## src/rtl/axi_master.sv

```systemverilog
// axi_master: single-outstanding AXI3 burst master bridging a simple
// command / write-stream / read-stream user interface onto M_AXI_GP0.
// Optional watchdog enabled by defining AXI_MASTER_TIMEOUT_EN; without it
// the block waits indefinitely on the slave and timeout_err is tied low.
module axi_master #(
    parameter logic [11:0] AXI_ID         = 12'h000,
    parameter int          TIMEOUT_CYCLES = 1024
) (
    input  logic        ACLK,
    input  logic        ARESETN,

    input  logic        cmd_valid,
    output logic        cmd_ready,
    input  logic        cmd_write,
    input  logic [31:0] cmd_addr,
    input  logic [3:0]  cmd_len,

    input  logic [31:0] wr_data,
    input  logic        wr_valid,
    output logic        wr_ready,

    output logic [31:0] rd_data,
    output logic        rd_valid,
    output logic        rd_last,
    input  logic        rd_ready,

    output logic        done,
    output logic [1:0]  resp,
    output logic        timeout_err,

    output logic [31:0] M_AXI_GP0_awaddr,
    output logic [3:0]  M_AXI_GP0_awlen,
    output logic [11:0] M_AXI_GP0_awid,
    output logic [2:0]  M_AXI_GP0_awsize,
    output logic [1:0]  M_AXI_GP0_awburst,
    output logic [3:0]  M_AXI_GP0_awcache,
    output logic [1:0]  M_AXI_GP0_awlock,
    output logic [2:0]  M_AXI_GP0_awprot,
    output logic [3:0]  M_AXI_GP0_awqos,
    output logic        M_AXI_GP0_awvalid,
    input  logic        M_AXI_GP0_awready,

    output logic [31:0] M_AXI_GP0_wdata,
    output logic [3:0]  M_AXI_GP0_wstrb,
    output logic [11:0] M_AXI_GP0_wid,
    output logic        M_AXI_GP0_wlast,
    output logic        M_AXI_GP0_wvalid,
    input  logic        M_AXI_GP0_wready,

    input  logic [11:0] M_AXI_GP0_bid,
    input  logic [1:0]  M_AXI_GP0_bresp,
    input  logic        M_AXI_GP0_bvalid,
    output logic        M_AXI_GP0_bready,

    output logic [31:0] M_AXI_GP0_araddr,
    output logic [3:0]  M_AXI_GP0_arlen,
    output logic [11:0] M_AXI_GP0_arid,
    output logic [2:0]  M_AXI_GP0_arsize,
    output logic [1:0]  M_AXI_GP0_arburst,
    output logic [3:0]  M_AXI_GP0_arcache,
    output logic [1:0]  M_AXI_GP0_arlock,
    output logic [2:0]  M_AXI_GP0_arprot,
    output logic [3:0]  M_AXI_GP0_arqos,
    output logic        M_AXI_GP0_arvalid,
    input  logic        M_AXI_GP0_arready,

    input  logic [31:0] M_AXI_GP0_rdata,
    input  logic [11:0] M_AXI_GP0_rid,
    input  logic [1:0]  M_AXI_GP0_rresp,
    input  logic        M_AXI_GP0_rlast,
    input  logic        M_AXI_GP0_rvalid,
    output logic        M_AXI_GP0_rready
);

    localparam logic [2:0] ST_IDLE  = 3'd0;
    localparam logic [2:0] ST_WADDR = 3'd1;
    localparam logic [2:0] ST_WDATA = 3'd2;
    localparam logic [2:0] ST_WRESP = 3'd3;
    localparam logic [2:0] ST_RADDR = 3'd4;
    localparam logic [2:0] ST_RDATA = 3'd5;
    localparam logic [2:0] ST_DONE  = 3'd6;

    localparam logic [2:0] AXI_SIZE_4B  = 3'b010;
    localparam logic [1:0] AXI_BURST_INCR = 2'b01;
    localparam logic [3:0] AXI_CACHE    = 4'b0011;
    localparam logic [1:0] AXI_LOCK     = 2'b00;
    localparam logic [2:0] AXI_PROT     = 3'b000;
    localparam logic [3:0] AXI_QOS      = 4'h0;
    localparam logic [1:0] RESP_SLVERR  = 2'b10;

    logic [2:0]  state;
    logic [2:0]  normal_next;
    logic [2:0]  next_state;
    logic        cmd_ready_q;
    logic [31:0] addr_q;
    logic [3:0]  len_q;
    logic [3:0]  beat_cnt;
    logic [1:0]  resp_q;

    logic        accept;
    logic        active;
    logic        w_beat;
    logic        r_beat;
    logic        wd_expired;
    logic        timeout_hit;

    // Response IDs are deliberately ignored; only one transaction is ever in flight.
    logic        unused_ids;
    assign unused_ids = ^{M_AXI_GP0_bid, M_AXI_GP0_rid};

    assign accept = (state == ST_IDLE) && cmd_valid && cmd_ready_q;
    assign active = (state == ST_WADDR) || (state == ST_WDATA) || (state == ST_WRESP) ||
                    (state == ST_RADDR) || (state == ST_RDATA);
    assign w_beat = (state == ST_WDATA) && wr_valid && M_AXI_GP0_wready;
    assign r_beat = (state == ST_RDATA) && M_AXI_GP0_rvalid && rd_ready;

`ifdef AXI_MASTER_TIMEOUT_EN
    localparam int WD_W = $clog2(TIMEOUT_CYCLES + 1);

    logic [WD_W-1:0] wd_cnt;
    logic            timeout_err_q;

    assign wd_expired = active && (wd_cnt == WD_W'(TIMEOUT_CYCLES - 1));

    // Watchdog counts cycles spent in one waiting state and restarts on every state change.
    always_ff @(posedge ACLK or negedge ARESETN) begin
        if (!ARESETN) begin
            wd_cnt <= '0;
        end else if (state != next_state) begin
            wd_cnt <= '0;
        end else if (active) begin
            wd_cnt <= wd_cnt + 1'b1;
        end
    end

    // Sticky timeout flag, cleared only when the next command is accepted.
    always_ff @(posedge ACLK or negedge ARESETN) begin
        if (!ARESETN) begin
            timeout_err_q <= 1'b0;
        end else if (accept) begin
            timeout_err_q <= 1'b0;
        end else if (timeout_hit) begin
            timeout_err_q <= 1'b1;
        end
    end

    assign timeout_err = timeout_err_q;
`else
    localparam int unused_timeout_cycles = TIMEOUT_CYCLES;

    assign wd_expired  = 1'b0;
    assign timeout_err = 1'b0;
`endif

    // Next-state logic; a watchdog expiry only wins when no handshake is moving the FSM this cycle.
    always_comb begin
        normal_next = state;
        next_state  = state;
        timeout_hit = 1'b0;
        case (state)
            ST_IDLE: begin
                if (cmd_valid && cmd_ready_q) begin
                    normal_next = cmd_write ? ST_WADDR : ST_RADDR;
                end
            end
            ST_WADDR: begin
                if (M_AXI_GP0_awready) begin
                    normal_next = ST_WDATA;
                end
            end
            ST_WDATA: begin
                if (w_beat && (beat_cnt == len_q)) begin
                    normal_next = ST_WRESP;
                end
            end
            ST_WRESP: begin
                if (M_AXI_GP0_bvalid) begin
                    normal_next = ST_DONE;
                end
            end
            ST_RADDR: begin
                if (M_AXI_GP0_arready) begin
                    normal_next = ST_RDATA;
                end
            end
            ST_RDATA: begin
                if (r_beat && M_AXI_GP0_rlast) begin
                    normal_next = ST_DONE;
                end
            end
            ST_DONE: begin
                normal_next = ST_IDLE;
            end
            default: begin
                normal_next = ST_IDLE;
            end
        endcase
        next_state = normal_next;
        if (wd_expired && (normal_next == state)) begin
            next_state  = ST_DONE;
            timeout_hit = 1'b1;
        end
    end

    // State register; cmd_ready is registered so it stays low while reset is asserted.
    always_ff @(posedge ACLK or negedge ARESETN) begin
        if (!ARESETN) begin
            state       <= ST_IDLE;
            cmd_ready_q <= 1'b0;
        end else begin
            state       <= next_state;
            cmd_ready_q <= (next_state == ST_IDLE);
        end
    end

    // Command capture, write beat counting and response accumulation (worst rresp wins on reads).
    always_ff @(posedge ACLK or negedge ARESETN) begin
        if (!ARESETN) begin
            addr_q   <= '0;
            len_q    <= '0;
            beat_cnt <= '0;
            resp_q   <= '0;
        end else if (accept) begin
            addr_q   <= cmd_addr;
            len_q    <= cmd_len;
            beat_cnt <= '0;
            resp_q   <= '0;
        end else if (timeout_hit) begin
            resp_q   <= RESP_SLVERR;
        end else begin
            if (w_beat) begin
                beat_cnt <= beat_cnt + 4'd1;
            end
            if ((state == ST_WRESP) && M_AXI_GP0_bvalid) begin
                resp_q <= M_AXI_GP0_bresp;
            end
            if (r_beat && (M_AXI_GP0_rresp > resp_q)) begin
                resp_q <= M_AXI_GP0_rresp;
            end
        end
    end

    assign cmd_ready = cmd_ready_q;
    assign done      = (state == ST_DONE);
    assign resp      = resp_q;

    assign M_AXI_GP0_awaddr  = addr_q;
    assign M_AXI_GP0_awlen   = len_q;
    assign M_AXI_GP0_awid    = AXI_ID;
    assign M_AXI_GP0_awsize  = AXI_SIZE_4B;
    assign M_AXI_GP0_awburst = AXI_BURST_INCR;
    assign M_AXI_GP0_awcache = AXI_CACHE;
    assign M_AXI_GP0_awlock  = AXI_LOCK;
    assign M_AXI_GP0_awprot  = AXI_PROT;
    assign M_AXI_GP0_awqos   = AXI_QOS;
    assign M_AXI_GP0_awvalid = (state == ST_WADDR);

    assign M_AXI_GP0_wdata   = wr_data;
    assign M_AXI_GP0_wstrb   = 4'hF;
    assign M_AXI_GP0_wid     = AXI_ID;
    assign M_AXI_GP0_wlast   = (state == ST_WDATA) && (beat_cnt == len_q);
    assign M_AXI_GP0_wvalid  = (state == ST_WDATA) && wr_valid;
    assign wr_ready          = (state == ST_WDATA) && M_AXI_GP0_wready;

    assign M_AXI_GP0_bready  = (state == ST_WRESP);

    assign M_AXI_GP0_araddr  = addr_q;
    assign M_AXI_GP0_arlen   = len_q;
    assign M_AXI_GP0_arid    = AXI_ID;
    assign M_AXI_GP0_arsize  = AXI_SIZE_4B;
    assign M_AXI_GP0_arburst = AXI_BURST_INCR;
    assign M_AXI_GP0_arcache = AXI_CACHE;
    assign M_AXI_GP0_arlock  = AXI_LOCK;
    assign M_AXI_GP0_arprot  = AXI_PROT;
    assign M_AXI_GP0_arqos   = AXI_QOS;
    assign M_AXI_GP0_arvalid = (state == ST_RADDR);

    assign M_AXI_GP0_rready  = (state == ST_RDATA) && rd_ready;
    assign rd_valid          = (state == ST_RDATA) && M_AXI_GP0_rvalid;
    assign rd_data           = M_AXI_GP0_rdata;
    assign rd_last           = (state == ST_RDATA) && M_AXI_GP0_rlast;

endmodule
```

## config.mk

```make
export PLATFORM = sky130hd
export DESIGN_NAME = axi_master
export DESIGN_NICKNAME = d
export VERILOG_FILES = /design/src/rtl/axi_master.sv
export SDC_FILE = /design/constraint.sdc
export NUM_CORES = 1
export LEC_CHECK = 0
export CORE_AREA = 10 10 133 135
export DETAILED_ROUTE_END_ITERATION = 12
export DIE_AREA = 0 0 143 145
export PLACE_DENSITY_LB_ADDON = 0.05
export SYNTH_ARGS = -nofsm -noshare
export SYNTH_HDL_FRONTEND = slang
export SYNTH_SLANG_ARGS = --single-unit
```

## constraint.sdc

```tcl
create_clock -name ACLK -period 1.7 [get_ports ACLK]
set_input_delay 0.255 -clock ACLK [delete_from_list [all_inputs] [get_ports ACLK]]
set_output_delay 0.255 -clock ACLK [all_outputs]
set_load 0.02 [all_outputs]
```

==> metrics.log, run 1 <==
INFO  metric synthCells = 331
INFO  metric critical_path_class = register to output pin
INFO  metric timing.critical_path.required = 1.44 ns
INFO  metric groute.usage.overall = 0.0926
INFO  metric fmax = 578 MHz
INFO  metric met2_resource_use_gr = 0.148
INFO  metric report.final.hold_viol_count = 0
INFO  metric synth_flop_cell = sky130_fd_sc_hd__dfrtp_1
INFO  metric die_area = 20700 µm²
INFO  metric layout.cells.most_common_list = sky130_fd_sc_hd__clkdlybuf4s50_1 (117), sky130_fd_sc_hd__conb_1 (77), sky130_fd_sc_hd__dfrtp_1 (44)
INFO  metric tritoncts = built
INFO  metric postLayoutCellArea = 4560 µm²
INFO  metric async_reset_ff_frac = 1.00
INFO  metric area.growth.synth_to_final = 35.2%
INFO  metric gr-max-usage-layer = met2
INFO  metric grt_use_met3 = 0.0590
INFO  metric unrepaired_setup_endpoints_after_global_routing = true
INFO  metric yosys_warnings = 0
INFO  metric violated_checks = negative setup slack
INFO  metric share_of_cells_above_drive_strength_1 = 0.268
INFO  metric grt_overflow_total = 0
INFO  metric irDropWorstVdd = 0.731 mV
INFO  metric route.vias.total = 2197
INFO  metric first_pass_grt_wire_length = 14700 µm
INFO  metric yosys-top-cells-area = sky130_fd_sc_hd__buf_4 (40%), sky130_fd_sc_hd__dfrtp_1 (34%), sky130_fd_sc_hd__mux2_2 (7.3%)
INFO  metric grt_antenna_before_repair = 0
INFO  metric floorplan.initialDensity = 0.225
INFO  metric first_global_vias = 2362
INFO  metric global_route.usage.met1 = 0.0937
INFO  metric synth_seq_area_share = 0.341
INFO  metric synth.cell_area = 3380 µm²
INFO  metric drv_slew = 0
INFO  metric post-synth-top-area-cell = sky130_fd_sc_hd__buf_4
INFO  metric die_height = 145 µm
INFO  metric period_minus_slack = 1.73 ns
INFO  metric hold_path_class = input port to async pin
INFO  metric final_common_cell = sky130_fd_sc_hd__clkdlybuf4s50_1
INFO  metric number_of_h_tree_branching_levels = 2
INFO  metric worst_skew_pair.late_latency = 0.30 ns
INFO  metric ff_latch_area = 1150 µm²
INFO  metric n_antenna_cell = 0
INFO  metric clock-root-buffer = sky130_fd_sc_hd__clkbuf_16
INFO  metric finalWorstSetupSlack = -0.0294 ns
INFO  metric final.fill_count = 1573
INFO  metric timing.clock.skew = 0.00483 ns
INFO  metric status = finished with violations
INFO  metric clock_sink_count = 46
INFO  metric bufs_on_longest_clock_path = 2
INFO  metric io_buffers = 136
INFO  metric layout_worst_path_cycle_share = 1.02
INFO  metric route.detailed.wl_per_inst = 17.5 µm
INFO  metric tritoncts_buffers = 5
INFO  metric cap_violations = 0
INFO  metric design.final.nets = 553
INFO  metric yosysUniqueCellTypes = 38
INFO  metric die_width = 143 µm
INFO  metric ys_seq_elements = 46
INFO  metric ios = 366
INFO  metric maximum_fanout_count_along_the_critical_path = 2
INFO  metric critical_path_capture_point_type = output pin
INFO  metric place.detailed.hpwl = 8090 µm
INFO  metric syn_area_per_cell = 10.2 µm²
INFO  metric crit_arrival = 1.47 ns
INFO  metric synth_top_area_share = 0.396
INFO  metric row_count = 45
INFO  metric grt_start_max_net_pins = 47
INFO  metric routabilityCongestion = 0.689
INFO  metric fp.coreArea = 15000 µm²
INFO  metric hold-worst-slack = 0.479 ns
INFO  metric multiInputGateArea = 1200 µm²
INFO  metric drtIter0Drc = 35
INFO  metric placed_cell_area = 4160 µm²
INFO  metric post_drt_via_cell_ratio = 3.67
INFO  metric detailedRoute.firstPassIterationCount = 3
INFO  metric total_power = 8660 µW
INFO  metric final_setup_violation_count = 1
INFO  metric total_leakage_power = 0.00217 µW
INFO  metric remaining_drc_errors = 0
INFO  metric synth-edff-count = 0
INFO  metric antenna_left = 0
INFO  metric clk_pin_slew = 0.07 ns
INFO  metric finalWirelength = 10500 µm
INFO  metric start_kind = register
INFO  metric power_density = 1900 nW/µm²
[timing repair]
| action | 4_1_cts | 5_1_grt |
|---|---|---|
| setup endpoints to repair | 28 | 24 |
| pin swaps | 3 | 2 |
| hold endpoints to repair | 46 | 0 |
| gates resized for setup | 41 | 31 |
| hold buffers | 1 | 0 |
| cloned | 1 | 2 |
| buffers inserted | 6 | 1 |
[metrics by stage]
step / cells / utilization / TNS [ns] / setup WS, ns
after floorplan: 406 / - / 0 / 0.172
after global placement: 580 / 0.277 / -2.88 / -0.204
after global routing: 599 / 0.304 / -0.227 / -0.153
after detailed placement: 580 / 0.277 / -2.71 / -0.218
after CTS: 596 / 0.294 / -0.0868 / -0.0868
final: 599 / 0.304 / -0.0294 / -0.0294
[final cells by class]
| cell class | instances | area share |
|---|---|---|
| multi-input cells | 174 | 0.262 |
| inverters | 2 | 0.00165 |
| clock inverters | 2 | 0.0132 |
| clock buffers | 6 | 0.0304 |
| well taps | 188 | 0.0515 |
| flip-flops and latches | 46 | 0.253 |
| repair buffers | 181 | 0.388 |
[power by group]
part / switching [µW] / leakage [µW] / internal (µW)
sequential: 431 / 0.000556 / 1620
combinational: 2490 / 0.00152 / 2780
clock: 465 / 0.0000971 / 884
total: 3380 / 0.00217 / 5280
[synth_stat cells, types with 2 or more instances]
cell type                   instances
sky130_fd_sc_hd__buf_4            178
sky130_fd_sc_hd__dfrtp_1           46
sky130_fd_sc_hd__mux2_2            22
sky130_fd_sc_hd__mux2_1            14
sky130_fd_sc_hd__nor2_1             8
sky130_fd_sc_hd__a21oi_1            4
sky130_fd_sc_hd__buf_2              4
sky130_fd_sc_hd__nand2_1            4
sky130_fd_sc_hd__nand3_1            4
sky130_fd_sc_hd__o21ai_0            4
sky130_fd_sc_hd__xnor2_1            4
sky130_fd_sc_hd__ha_1               3
sky130_fd_sc_hd__mux2i_1            3
sky130_fd_sc_hd__and3_1             2
sky130_fd_sc_hd__conb_1             2
sky130_fd_sc_hd__inv_1              2
sky130_fd_sc_hd__nand4_1            2
sky130_fd_sc_hd__nor2b_1            2
sky130_fd_sc_hd__o2111ai_1          2
sky130_fd_sc_hd__o211ai_1           2
sky130_fd_sc_hd__xor2_1             2
[sequential cells by signal, summed over array words and instances (netlist names)]
signal / flops
resp: 2
M_AXI_GP0_araddr: 32
beat_cnt: 4
M_AXI_GP0_arlen: 4
state: 3
cmd_ready: 1
[worst max-delay path, cell delays in order, from the launching register on]
cell                      delay [ns]
sky130_fd_sc_hd__dfrtp_1        0.39
sky130_fd_sc_hd__xnor2_1        0.16
sky130_fd_sc_hd__nand4_1        0.18
sky130_fd_sc_hd__nor4b_2        0.25
sky130_fd_sc_hd__buf_4          0.18
[metal layers]
layer / vias up / routed length [µm]
met2: 148 / 4880
met4: 0 / 315
met5: - / 0
met1: 1035 / 3920
li1: 985 / -
met3: 29 / 1370
[kinds of logic after synthesis]
logic type | count (synthesis) | share of synthesized area
adders and majority gates | 3 | 0.0111
other | 2 | 0.00222
AOI/OAI and AO/OA | 15 | 0.0293
and+or+nand+nor | 34 | 0.0634
xor gates and xnor gates | 6 | 0.0156
buffers and inverters | 186 | 0.408
muxes | 39 | 0.129
DFF | 46 | 0.341
[path summary, 6_finish.rpt]
path / start / depth (start not counted) / slack (ns) / endpoint
min: ARESETN / 3 / 0.48 / M_AXI_GP0_araddr[3]
max in group asynchronous: ARESETN / 3 / 0.96 / state[1]
max: M_AXI_GP0_arlen[1] / 4 / -0.03 / M_AXI_GP0_wlast
min in group ACLK: wr_data[10] / 0 / 0.51 / M_AXI_GP0_wdata[10]
min reg2reg: M_AXI_GP0_araddr[16] / 1 / 0.52 / M_AXI_GP0_araddr[16]
max reg2reg: state[0] / 6 / 0.05 / M_AXI_GP0_araddr[12]
(Power assumes the default switching activity.)
==> inputs of run 2 (changes only) <==
--- a/config.mk
+++ b/config.mk
@@ -8,7 +8,8 @@
 export CORE_AREA = 10 10 133 135
 export DETAILED_ROUTE_END_ITERATION = 12
 export DIE_AREA = 0 0 143 145
-export PLACE_DENSITY_LB_ADDON = 0.05
+export PLACE_DENSITY = 0.66
+export SETUP_SLACK_MARGIN = 0.2
 export SYNTH_ARGS = -nofsm -noshare
 export SYNTH_HDL_FRONTEND = slang
 export SYNTH_SLANG_ARGS = --single-unit
==> run 2 against run 1 <==
Net effect:
- the run now ends clean
- largest cell class unchanged
- critical endpoint unchanged
- non-clock buffer count up 2
- global-route usage up 0.33 points
- highest routed layer unchanged
- core utilization up 1.4 points
==> metrics.log, run 2 (synthesis gave the netlist of run 1 again) <==
INFO  metric status = finished, final reports clean
INFO  metric final_common_cell = sky130_fd_sc_hd__conb_1
INFO  metric post_drt_via_cell_ratio = 3.72 (+1.4%)
INFO  metric clk_pin_slew = 0.07 ns (about the same)
INFO  metric die_height = 145 µm (unchanged)
INFO  metric cap_violations = 0 (unchanged)
INFO  metric tritoncts_buffers = 5 (unchanged)
INFO  metric n_antenna_cell = 0 (unchanged)
INFO  metric layout.cells.most_common_list = sky130_fd_sc_hd__conb_1 (77), sky130_fd_sc_hd__dlygate4sd2_1 (75), sky130_fd_sc_hd__clkdlybuf4s50_1 (49)
INFO  metric number_of_h_tree_branching_levels = 2 (unchanged)
INFO  metric die_area = 20700 µm² (unchanged)
INFO  metric bufs_on_longest_clock_path = 2 (unchanged)
INFO  metric buffers_inverters_on_critical_path = 1 (unchanged)
INFO  metric critical_path_class = register to output pin
INFO  metric total_leakage_power = 0.00242 µW (+11%)
INFO  metric crit_path_cell_trace = xnor2_1 -> nand4_1 -> nor4b_2 -> buf_4
INFO  metric io_buffers = 136 (unchanged)
INFO  metric first_global_vias = 2522 (+6.8%)
INFO  metric crit_arrival = 1.43 ns (-0.04 ns)
INFO  metric fp.coreArea = 15000 µm² (unchanged)
INFO  metric maximum_fanout_count_along_the_critical_path = 2 (unchanged)
INFO  metric detailedRoute.firstPassIterationCount = 4 (+1)
INFO  metric flip_flop_count_of_the_largest_register_all_copies_and_words_added = 32 (unchanged)
INFO  metric power_density = 1800 nW/µm² (-5.0%)
INFO  metric timing.clock.skew = 0.00471 ns (-0.000119 ns)
INFO  metric drtIter0Drc = 65 (+86%)
INFO  metric crit-reg2reg-capture = M_AXI_GP0_araddr[30]
INFO  metric timing.critical_path.required = 1.44 ns (about the same)
INFO  metric final_setup_violation_count = 0 (-1)
INFO  metric timing.hold.worst_endpoint = resp[0]
INFO  metric first_pass_grt_wire_length = 15200 µm (+3.9%)
INFO  metric critPathTopFamily = flip-flops
INFO  metric startpoint_of_the_lowest_slack_register_to_register_path = state[0]
INFO  metric routabilityCongestion = 0.680 (-1.3%)
INFO  metric grt_overflow_total = 0 (unchanged)
INFO  metric dp_slack = -0.189 ns (+0.0294 ns)
INFO  metric fmax = 594 MHz (+2.7%)
INFO  metric grt_start_max_net_pins = 28 (-40%)
INFO  metric period_minus_slack = 1.68 ns (-0.0452 ns)
INFO  metric timing.reg2reg.worst_path_depth = 6 (unchanged)
INFO  metric timing.reg2reg.setup_slack = 0.05 ns (about the same)
INFO  metric worst_skew_pair.late_latency = 0.29 ns (about the same)
INFO  metric route.detailed.wl_per_inst = 17.8 µm (+1.8%)
INFO  metric antenna_left = 0 (unchanged)
INFO  metric critical_path_capture_point_type = output pin
INFO  metric grt_antenna_before_repair = 0 (unchanged)
INFO  metric share_of_cells_above_drive_strength_1 = 0.317 (+0.0496)
INFO  metric design.final.nets = 555 (+0.36%)
INFO  metric row_count = 45 (unchanged)
INFO  metric finalWorstSetupSlack = 0.0158 ns (+0.0452 ns)
INFO  metric hold_path_class = input port to register
INFO  metric layout_worst_path_cycle_share = 0.991 (-0.0266)
INFO  metric unrepaired_setup_endpoints_after_global_routing = true
INFO  metric groute.usage.overall = 0.0959 (+0.00330)
INFO  metric report.final.hold_viol_count = 0 (unchanged)
INFO  metric die_width = 143 µm (unchanged)
INFO  metric ios = 366 (unchanged)
INFO  metric critical_path.slowest_cell = sky130_fd_sc_hd__dfrtp_1
INFO  metric min_from = M_AXI_GP0_rresp[0]
INFO  metric tritoncts = built
INFO  metric finalWirelength = 10700 µm (+2.1%)
INFO  metric drv_slew = 0 (unchanged)
INFO  metric remaining_drc_errors = 0 (unchanged)
INFO  metric area.growth.synth_to_final = 41.6%
INFO  metric final_util = 0.318 (+0.0144)
INFO  metric irDropWorstVdd = 0.740 mV (+1.3%)
INFO  metric start_kind = register
INFO  metric place.detailed.hpwl = 8010 µm (-0.95%)
INFO  metric critical_path.max_stage_delay = 0.39 ns (about the same)
INFO  metric worstHoldPathCells = 3
INFO  metric floorplan.initialDensity = 0.225 (unchanged)
INFO  metric clock-root-buffer = sky130_fd_sc_hd__clkbuf_16
INFO  metric clock_sink_count = 46 (unchanged)
INFO  metric route.vias.total = 2236 (+1.8%)
==> run 2: area by class of cell <==
type / instances / area (µm²)
Timing Repair Buffer: 183 / 1810
Sequential cell: 46 / 1160
Clock inverter: 2 / 60.1
Clock buffer: 6 / 139
Multi-Input combinational cell: 174 / 1380
Inverter: 2 / 7.51
Tap cell: 188 / 235
Fill cell: 1547 / 10300
==> run 2: per-layer routing <==
| layer | global-route usage | vias to the layer above | routed length (µm) |
|---|---|---|---|
| met5 | 0 | - | 0 |
| met4 | 0.0387 | 0 | 223 |
| met3 | 0.0574 | 23 | 1440 |
| met2 | 0.158 | 165 | 5120 |
| met1 | 0.0960 | 1058 | 3920 |
| li1 | - | 990 | - |
==> run 2: tightest hold or removal path, cell delays in order <==
cell and delay, ns:
sky130_fd_sc_hd__dlymetal6s2s_1 0.14, sky130_fd_sc_hd__o21ai_4 0.06, sky130_fd_sc_hd__a21oi_2 0.10
==> run 2: repair_timing <==
item                                    in CTS  in global routing
pin swaps                                    8                 14
endpoints found under the setup margin     126                 54
buffers inserted                             9                  8
resized for setup                          187                 37
endpoints found under the hold margin       41                  0
gates cloned                                 4                  1
hold buffers                                 1                  0
==> run 2: power breakdown <==
group / internal [µW] / switching (µW)
Combinational: 2580 / 2670
Sequential: 1620 / 420
Clock: 883 / 440
==> run 2: per-stage QoR <==
step / power [µW] / hold slack [ns] / instances / setup TNS (ns) / cell area, µm²
after global routing: 9160 / 0.313 / 601 / -0.228 / 4780
after floorplan: 5260 / -0.0406 / 406 / 0 / 3660
final: 8620 / 0.315 / 601 / 0 / 4780
after global placement: 6890 / 0.246 / 570 / -1.08 / 4080
after detailed placement: 6960 / 0.259 / 570 / -1.74 / 4080
after CTS: 8420 / 0.461 / 592 / -0.0338 / 4550
==> run 2: worst max path at each step <==
stage | start | endpoint | slack [ns] | cells past startpoint
floorplan | M_AXI_GP0_arlen[2] | M_AXI_GP0_wlast | 0.20 | 3
global placement | M_AXI_GP0_arlen[2] | M_AXI_GP0_wlast | -0.20 | 4
detailed placement | M_AXI_GP0_arlen[2] | M_AXI_GP0_wlast | -0.19 | 4
CTS | M_AXI_GP0_arlen[2] | M_AXI_GP0_wlast | -0.03 | 4
global route | M_AXI_GP0_arlen[3] | M_AXI_GP0_wlast | -0.13 | 4
finish | beat_cnt[0] | M_AXI_GP0_wlast | 0.02 | 4
